**src/rtl/mem_access_unit_pkg.sv**
```systemverilog
// mem_access_unit shared definitions: size codes, FSM states.
// Misalignment helper is used when ALIGN_CHECK_EN is defined.
package mem_access_unit_pkg;

  localparam logic [1:0] SZ_B = 2'b00;
  localparam logic [1:0] SZ_H = 2'b01;
  localparam logic [1:0] SZ_W = 2'b10;

  typedef enum logic [1:0] {
    S_IDLE = 2'd0,
    S_RD   = 2'd1,
    S_WR   = 2'd2,
    S_ACK  = 2'd3
  } state_t;

  // reserved size 2'b11 is checked like a word
  function automatic logic misaligned(
    input logic [1:0] size,
    input logic [1:0] off
  );
    if (size == SZ_B) return 1'b0;
    if (size == SZ_H) return off[0];
    return off != 2'b00;
  endfunction

endpackage

```
**src/rtl/mem_access_unit_lane.sv**
```systemverilog
// mau_lane: little-endian lane extract/extend for loads
// and lane merge of store data into a read word.
module mau_lane
  import mem_access_unit_pkg::*;
(
  input  logic [31:0] word,
  input  logic [1:0]  off,
  input  logic [1:0]  size,
  input  logic        uns,
  input  logic [31:0] wdata,
  output logic [31:0] load_ext,
  output logic [31:0] merged
);

  logic [7:0]  b;
  logic [15:0] h;

  // select lane, extend for loads, splice in store data
  always_comb begin
    b        = word[{off, 3'b000} +: 8];
    h        = word[{off[1], 4'b0000} +: 16];
    load_ext = word;
    merged   = wdata;
    case (size)
      SZ_B: begin
        load_ext = {{24{~uns & b[7]}}, b};
        merged   = word;
        merged[{off, 3'b000} +: 8] = wdata[7:0];
      end
      SZ_H: begin
        load_ext = {{16{~uns & h[15]}}, h};
        merged   = word;
        merged[{off[1], 4'b0000} +: 16] = wdata[15:0];
      end
      default: begin
        load_ext = word;
        merged   = wdata;
      end
    endcase
  end

endmodule

```
**src/rtl/mem_access_unit.sv**
```systemverilog
// Sub-word load/store front end onto a word-only memory port.
// Define ALIGN_CHECK_EN to flag misaligned half/word accesses.
module mem_access_unit
  import mem_access_unit_pkg::*;
#(
  parameter int AW = 10,
  parameter int DW = 32
) (
  input  logic          clk,
  input  logic          rst,
  input  logic          req,
  input  logic          we,
  input  logic [1:0]    size,
  input  logic          uns,
  input  logic [AW+1:0] addr,
  input  logic [DW-1:0] wdata,
  output logic [DW-1:0] rdata,
  output logic          ack,
  output logic          busy,
  output logic          err,
  output logic [AW-1:0] dm_addr,
  output logic [DW-1:0] dm_din,
  output logic          dm_wr,
  input  logic [DW-1:0] dm_dout
);

  state_t        state;
  logic [AW+1:0] addr_q;
  logic          we_q;
  logic [1:0]    size_q;
  logic          uns_q;
  logic [DW-1:0] wdata_q;
  logic [DW-1:0] rbuf;
  logic [DW-1:0] lane_word;
  logic [DW-1:0] load_ext;
  logic [DW-1:0] merged;
  logic          mis;

`ifdef ALIGN_CHECK_EN
  assign mis = misaligned(size, addr[1:0]);
`else
  assign mis = 1'b0;
`endif

  assign busy    = (state != S_IDLE);
  assign dm_wr   = (state == S_WR);
  assign dm_addr = addr_q[AW+1:2];
  assign dm_din  = merged;

  // live memory word while reading, buffered word for the merge
  assign lane_word = (state == S_RD) ? dm_dout : rbuf;

  mau_lane u_lane (
    .word     (lane_word),
    .off      (addr_q[1:0]),
    .size     (size_q),
    .uns      (uns_q),
    .wdata    (wdata_q),
    .load_ext (load_ext),
    .merged   (merged)
  );

  // access FSM, capture registers and registered outputs
  always_ff @(posedge clk or posedge rst) begin
    if (rst) begin
      state   <= S_IDLE;
      addr_q  <= '0;
      we_q    <= 1'b0;
      size_q  <= '0;
      uns_q   <= 1'b0;
      wdata_q <= '0;
      rbuf    <= '0;
      rdata   <= '0;
      ack     <= 1'b0;
      err     <= 1'b0;
    end else begin
      ack <= 1'b0;
      err <= 1'b0;
      unique case (state)
        S_IDLE: begin
          if (req) begin
            addr_q  <= addr;
            we_q    <= we;
            size_q  <= size;
            uns_q   <= uns;
            wdata_q <= wdata;
            if (mis) begin
              state <= S_ACK;
              ack   <= 1'b1;
              err   <= 1'b1;
            end else if (we && size[1]) begin
              state <= S_WR;
            end else begin
              state <= S_RD;
            end
          end
        end
        S_RD: begin
          rbuf <= dm_dout;
          if (we_q) begin
            state <= S_WR;
          end else begin
            rdata <= load_ext;
            state <= S_ACK;
            ack   <= 1'b1;
          end
        end
        S_WR: begin
          state <= S_ACK;
          ack   <= 1'b1;
        end
        S_ACK: begin
          state <= S_IDLE;
        end
      endcase
    end
  end

endmodule

```
**config.mk**
```make
export PLATFORM = sky130hd
export DESIGN_NAME = mem_access_unit
export DESIGN_NICKNAME = d
export VERILOG_FILES = /design/src/rtl/mem_access_unit_pkg.sv /design/src/rtl/mem_access_unit_lane.sv /design/src/rtl/mem_access_unit.sv
export SDC_FILE = /design/constraint.sdc
export NUM_CORES = 1
export LEC_CHECK = 0
export ABC_AREA = 1
export CAP_MARGIN = 20
export CORE_MARGIN = 1
export CORE_UTILIZATION = 50
export CTS_CLUSTER_DIAMETER = 80
export DETAILED_ROUTE_END_ITERATION = 7
export PLACE_DENSITY = 0.91
export REMOVE_ABC_BUFFERS = 1
export SLEW_MARGIN = 20
export SYNTH_ARGS = -nofsm -noshare
export SYNTH_HDL_FRONTEND = slang
export SYNTH_SLANG_ARGS = --single-unit
```
**constraint.sdc**
```tcl
create_clock -name clk -period 4.9 [get_ports clk]
set_clock_uncertainty 0.15 [all_clocks]
set_input_delay 1.47 -clock clk [delete_from_list [all_inputs] [get_ports clk]]
set_output_delay 1.47 -clock clk [all_outputs]
set_load 0.005 [all_outputs]
```
Word level (Yosys, flattened, before mapping)
Index checks and enable logic that the tools add are counted.
Storage, ports and cells
  bits in registers: 115
  output and inout port bits: 78
  input port bits: 83
Cells by class
  reductions and logical operators: 6
  eq/ne operators: 5
  mux-type cells: 11
  bitwise operators: 4
  shift-type cells: 6
  add/subtract/negate cells: 2
Operators with widths (count)
  $pmux 32 s2: 2
  $bwmux 32: 2
  $mux 32: 1
  $shift 16x7->32 const A: 1
  $shift 8x7->32 const A: 1
  $shiftx 16x7->32: 1
  $shiftx 32x6->16: 1
  $shiftx 32x6->8: 1
  $shiftx 8x7->32: 1
  $neg 5->7: 2
  $pmux 2 s4: 1
  $eq 2x1->1 const B: 2
  $eq 2x2->1 const B: 2
  $logic_not 2->1: 2
  $mux 2: 2
  $reduce_and 2->1: 2
  $and 1x1->1: 2
  $mux 1: 2
  $ne 2x2->1 const B: 1
  $not 1->1: 2
  $pmux 1 s2: 1
  $reduce_bool 2->1: 1
  $logic_and 1x1->1: 1

Logic depth before layout (Yosys ltp)
  depth after elaboration: 5
  gate-level depth with buffers: 14
  depth with buffers taken out: 12

Hierarchy
From an unflattened synthesis, not the netlist that was laid out.
Unflattened totals
  cells, all modules: 859
  area total of the unflattened synthesis: 6459.9 µm²
By module, submodules not included
  mem_access_unit: area each 4619.4 µm², cells an instance 455, times used 1
  mau_lane: area each 1840.5 µm², cells an instance 404, times used 1

Worst setup path after synthesis
Ideal clock, no wire load.
  path type: input -> output
  from: input dm_dout[23]
  to: output dm_din[23]
  slack: 1.307 ns
  data arrival time: 1.973 ns
  buffers on the path: 0
  required time: 3.280 ns
  cell stages on the path: 4
  path through: nand2_1 -> nand2_1 -> a221oi_1 -> nand2_1
On the way
  cells in the longest elaborated chain, start to end: 3
Ends and longest elaborated chain
  start, declared: RTL line mem_access_unit.sv:24  | input logic [DW-1:0] dm_dout
  $mux 32 *
  via lane_word[23]: RTL line mem_access_unit.sv:34  | logic [DW-1:0] lane_word;
  $bwmux 32 (on tied branches): RTL line mem_access_unit_lane.sv:33, mem_access_unit_lane.sv:28
  $pmux 32 s2 *: RTL line mem_access_unit_lane.sv:24  | case (size)
  end, declared: RTL line mem_access_unit.sv:22  | output logic [DW-1:0] dm_din,
Mark *: on every way through the listed nets, which the timed path passes. The rest lies on a longest branch.

Worst setup path after layout
  from: input dm_dout[25]
  to: output dm_din[25]
Same word-level chain as after synthesis.

==> results.md <==
* Status: complete, no violations
* H-tree depth at 4
* GR Util met3 at 6.11%
* Final core occ at 70.3%
* Commonest non-fill, non-tap cell in the layout: nand2_1
* Residual DRC at 0
* FF-to-FF setup slack at 2.31 ns
* Arrival time worst endpoint at 3.08 ns
* First-pass GRT wire length at 31.5 mm
* WHS Path Cells at 2
* Number of enable flip-flop cells after synthesis at 0
* Design Area, Final at 8580 sq um
* CTS tree: built
* Clock Tree Root: clkbuf_16
* Worst flop-to-flop path endpoint: rdata[30]
* CP Launch Type: primary input
* Cell Pwr Density at 797 nW/um^2
* Post-CTS Resized at 0
* Non-Filler Instances at 1105
* Critical path class: in2out
* Reg2Reg Depth at 8
* Drt total wl at 20.1 mm
* Grt ovf at 0
* Max_cap viols at 0
* Share of flip-flops with an asynchronous set or reset at 100%
* Hold Path Class: reg2reg
* Initial Utilization at 52.2%
* Fin. Hold Viols at 0
* CTS Buffer Depth at 2
* Initial antenna violation count at 0
* Row cnt at 40
* Tmin final at 4.70 ns
* Critical R2R Launch: state[1]
* Met2 Usage GRT at 52.5%
* Mapped cell area at 6370 sq um
* Crit. End Element: output pin
* Post-CTS setup buffers at 0
* Core Region at 12200 sq um
* # hold bufs at CTS at 0
* Setup Viol. Count Final at 0
* Skew-Pair Late Insertion Delay at 0.42 ns
* Most frequent cells in the layout: 183 x nand2_1, 159 x clkdlybuf4s50_1, 115 x dfrtp_1, 103 x inv_1, 51 x a21oi_1
* Final Max Tran Viols at 0
* Area Overhead vs Synth at 34.7%
* Clk sinks at 115
* RSZ-0062 raised after global routing: no
* HPWL after DPL at 14.0 mm
* Die height at 115 microns
* Pwr Total at 0.00684 W
* Met1 GRT Util at 40.7%
* Hold endpoint: rdata[12]
* Nets at 1016
* Routed len/inst at 18.2 microns
* Fin crit share at 95.8%
* Largest net degree at the start of global routing at 75
* TritonRoute pass-1 iters at 5
* Static Leak at 4.10 nW
* Seq/Total Area, Yosys at 45.2%
* I/O pin cnt at 161
* Total GRT Usage at 31.8%
* DRT iter0 DRCs at 629
* Total negative slack at 0 ns
* Rel. slew slack at 48.6%
* Die width at 115 microns
* Yosys cell types at 42
* Global route hottest layer: met2
* Primary FF master, synth: dfrtp_1
* Fmax achieved at 213 MHz
* Die area at 13200 sq um
* Syn Area/Cell at 8.20 sq um
* Num CTS Buffers at 17
* Share of layout cells above drive strength 1 at 13.1%
* Ant. Diodes at 0
* Via count at 6208
* Dpl cell area at 8040 sq um
* Vias in the first global route at 6050
* VDD IR max at 0.354 mV
* CP Launch Point: dm_dout[25]
* Dpl cells at 1073
* Worst slew pin tran at 0.768 ns
* Yosys reg bits at 115
* Gp weighted congestion at 0.959
* CP Data Required Time at 3.28 ns
* IO Port Bufs at 159
* Antenna viol nets, final at 0
* Crit path max fanout at 3
* Mapped Cells at 777
* Ys Warns at 0
* Vias/cell at 5.62
* CTS clk-pin slew, worst paths at 0.05 ns
* Hold path startpoint: rdata[12]
==> state kept, by name, summed over array words and instances, names as in the netlist <==
name / cells
rbuf: 32
we_q: 1
ack: 1
state: 2
size_q: 2
rdata: 32
uns_q: 1
addr_q: 12
wdata_q: 32
==> metrics by stage <==
stage | setup WS, ns | hold slack (ns)
after floorplan | 0.236 | 0.309
after global placement | 0.211 | 0.315
after detailed placement | 0.242 | 0.319
after CTS | 0.212 | 0.332
after global routing | 0.116 | 0.348
final | 0.204 | 0.335
==> final cells by class <==
class / instances / area, sq um
clock inverters: 4 / 20.0
flip-flops and latches: 115 / 2880
fillers: 967 / 3630
clock buffers: 28 / 527
inverters: 111 / 424
multi-input cells: 500 / 2760
well taps: 168 / 210
repair buffers: 179 / 1770
==> power by group <==
part / internal, W / switching [W]
clock network: 0.000723 / 0.000424
logic: 0.00178 / 0.00224
registers: 0.00143 / 0.000247
==> how the worst max path moves through the flow <==
stage          cells past startpoint  slack (ns)          to
3_3_place_gp                       6        0.21  dm_din[13]
3_5_place_dp                       6        0.24  dm_din[21]
4_1_cts                            6        0.21  dm_din[12]
6_report                           6        0.20  dm_din[25]
5_1_grt                            6        0.12   dm_din[7]
2_1_floorplan                      1        0.24         ack
==> logic make-up after synthesis <==
family | count (synthesis) | synth area share [%]
multiplexers | 27 | 4.77
flip-flops | 115 | 45.2
AO/OA/AOI/OAI | 160 | 15.5
AND/OR/NAND/NOR | 303 | 21.1
buffers and inverters | 162 | 11.6
adder cells (fa/ha/maj) | 9 | 1.77
other | 1 | 0.0588
==> synth_stat cells, types with 9 or more instances <==
master,n,share of area (%)
o22ai_1,10,0.98
buf_4,13,1.5
inv_1,104,6.1
mux2_2,27,4.8
o211ai_1,12,1.4
o21ai_2,9,1.2
nand3_1,47,3.7
nor2_1,32,1.9
a21oi_1,51,4.0
dfrtp_1,115,45
nand2_1,184,11
clkbuf_1,19,1.1
o21ai_1,13,1.0
ha_1,9,1.8
o21ai_0,28,2.2
or2_2,16,1.6
==> routing by layer <==
metal	part of all wire, %	vias to the layer above
li1	-	2832
met1	40	2923
met2	47	402
met3	9.1	51
met4	3.0	0
met5	0	-
==> critical path, stage by stage <==
cell and delay (ns):
clkdlybuf4s50_1 0.45, nand2_1 0.05, o21ai_1 0.15, inv_1 0.12
o21ai_0 0.27, clkdlybuf4s50_1 0.56
(Power assumes the default switching activity.)
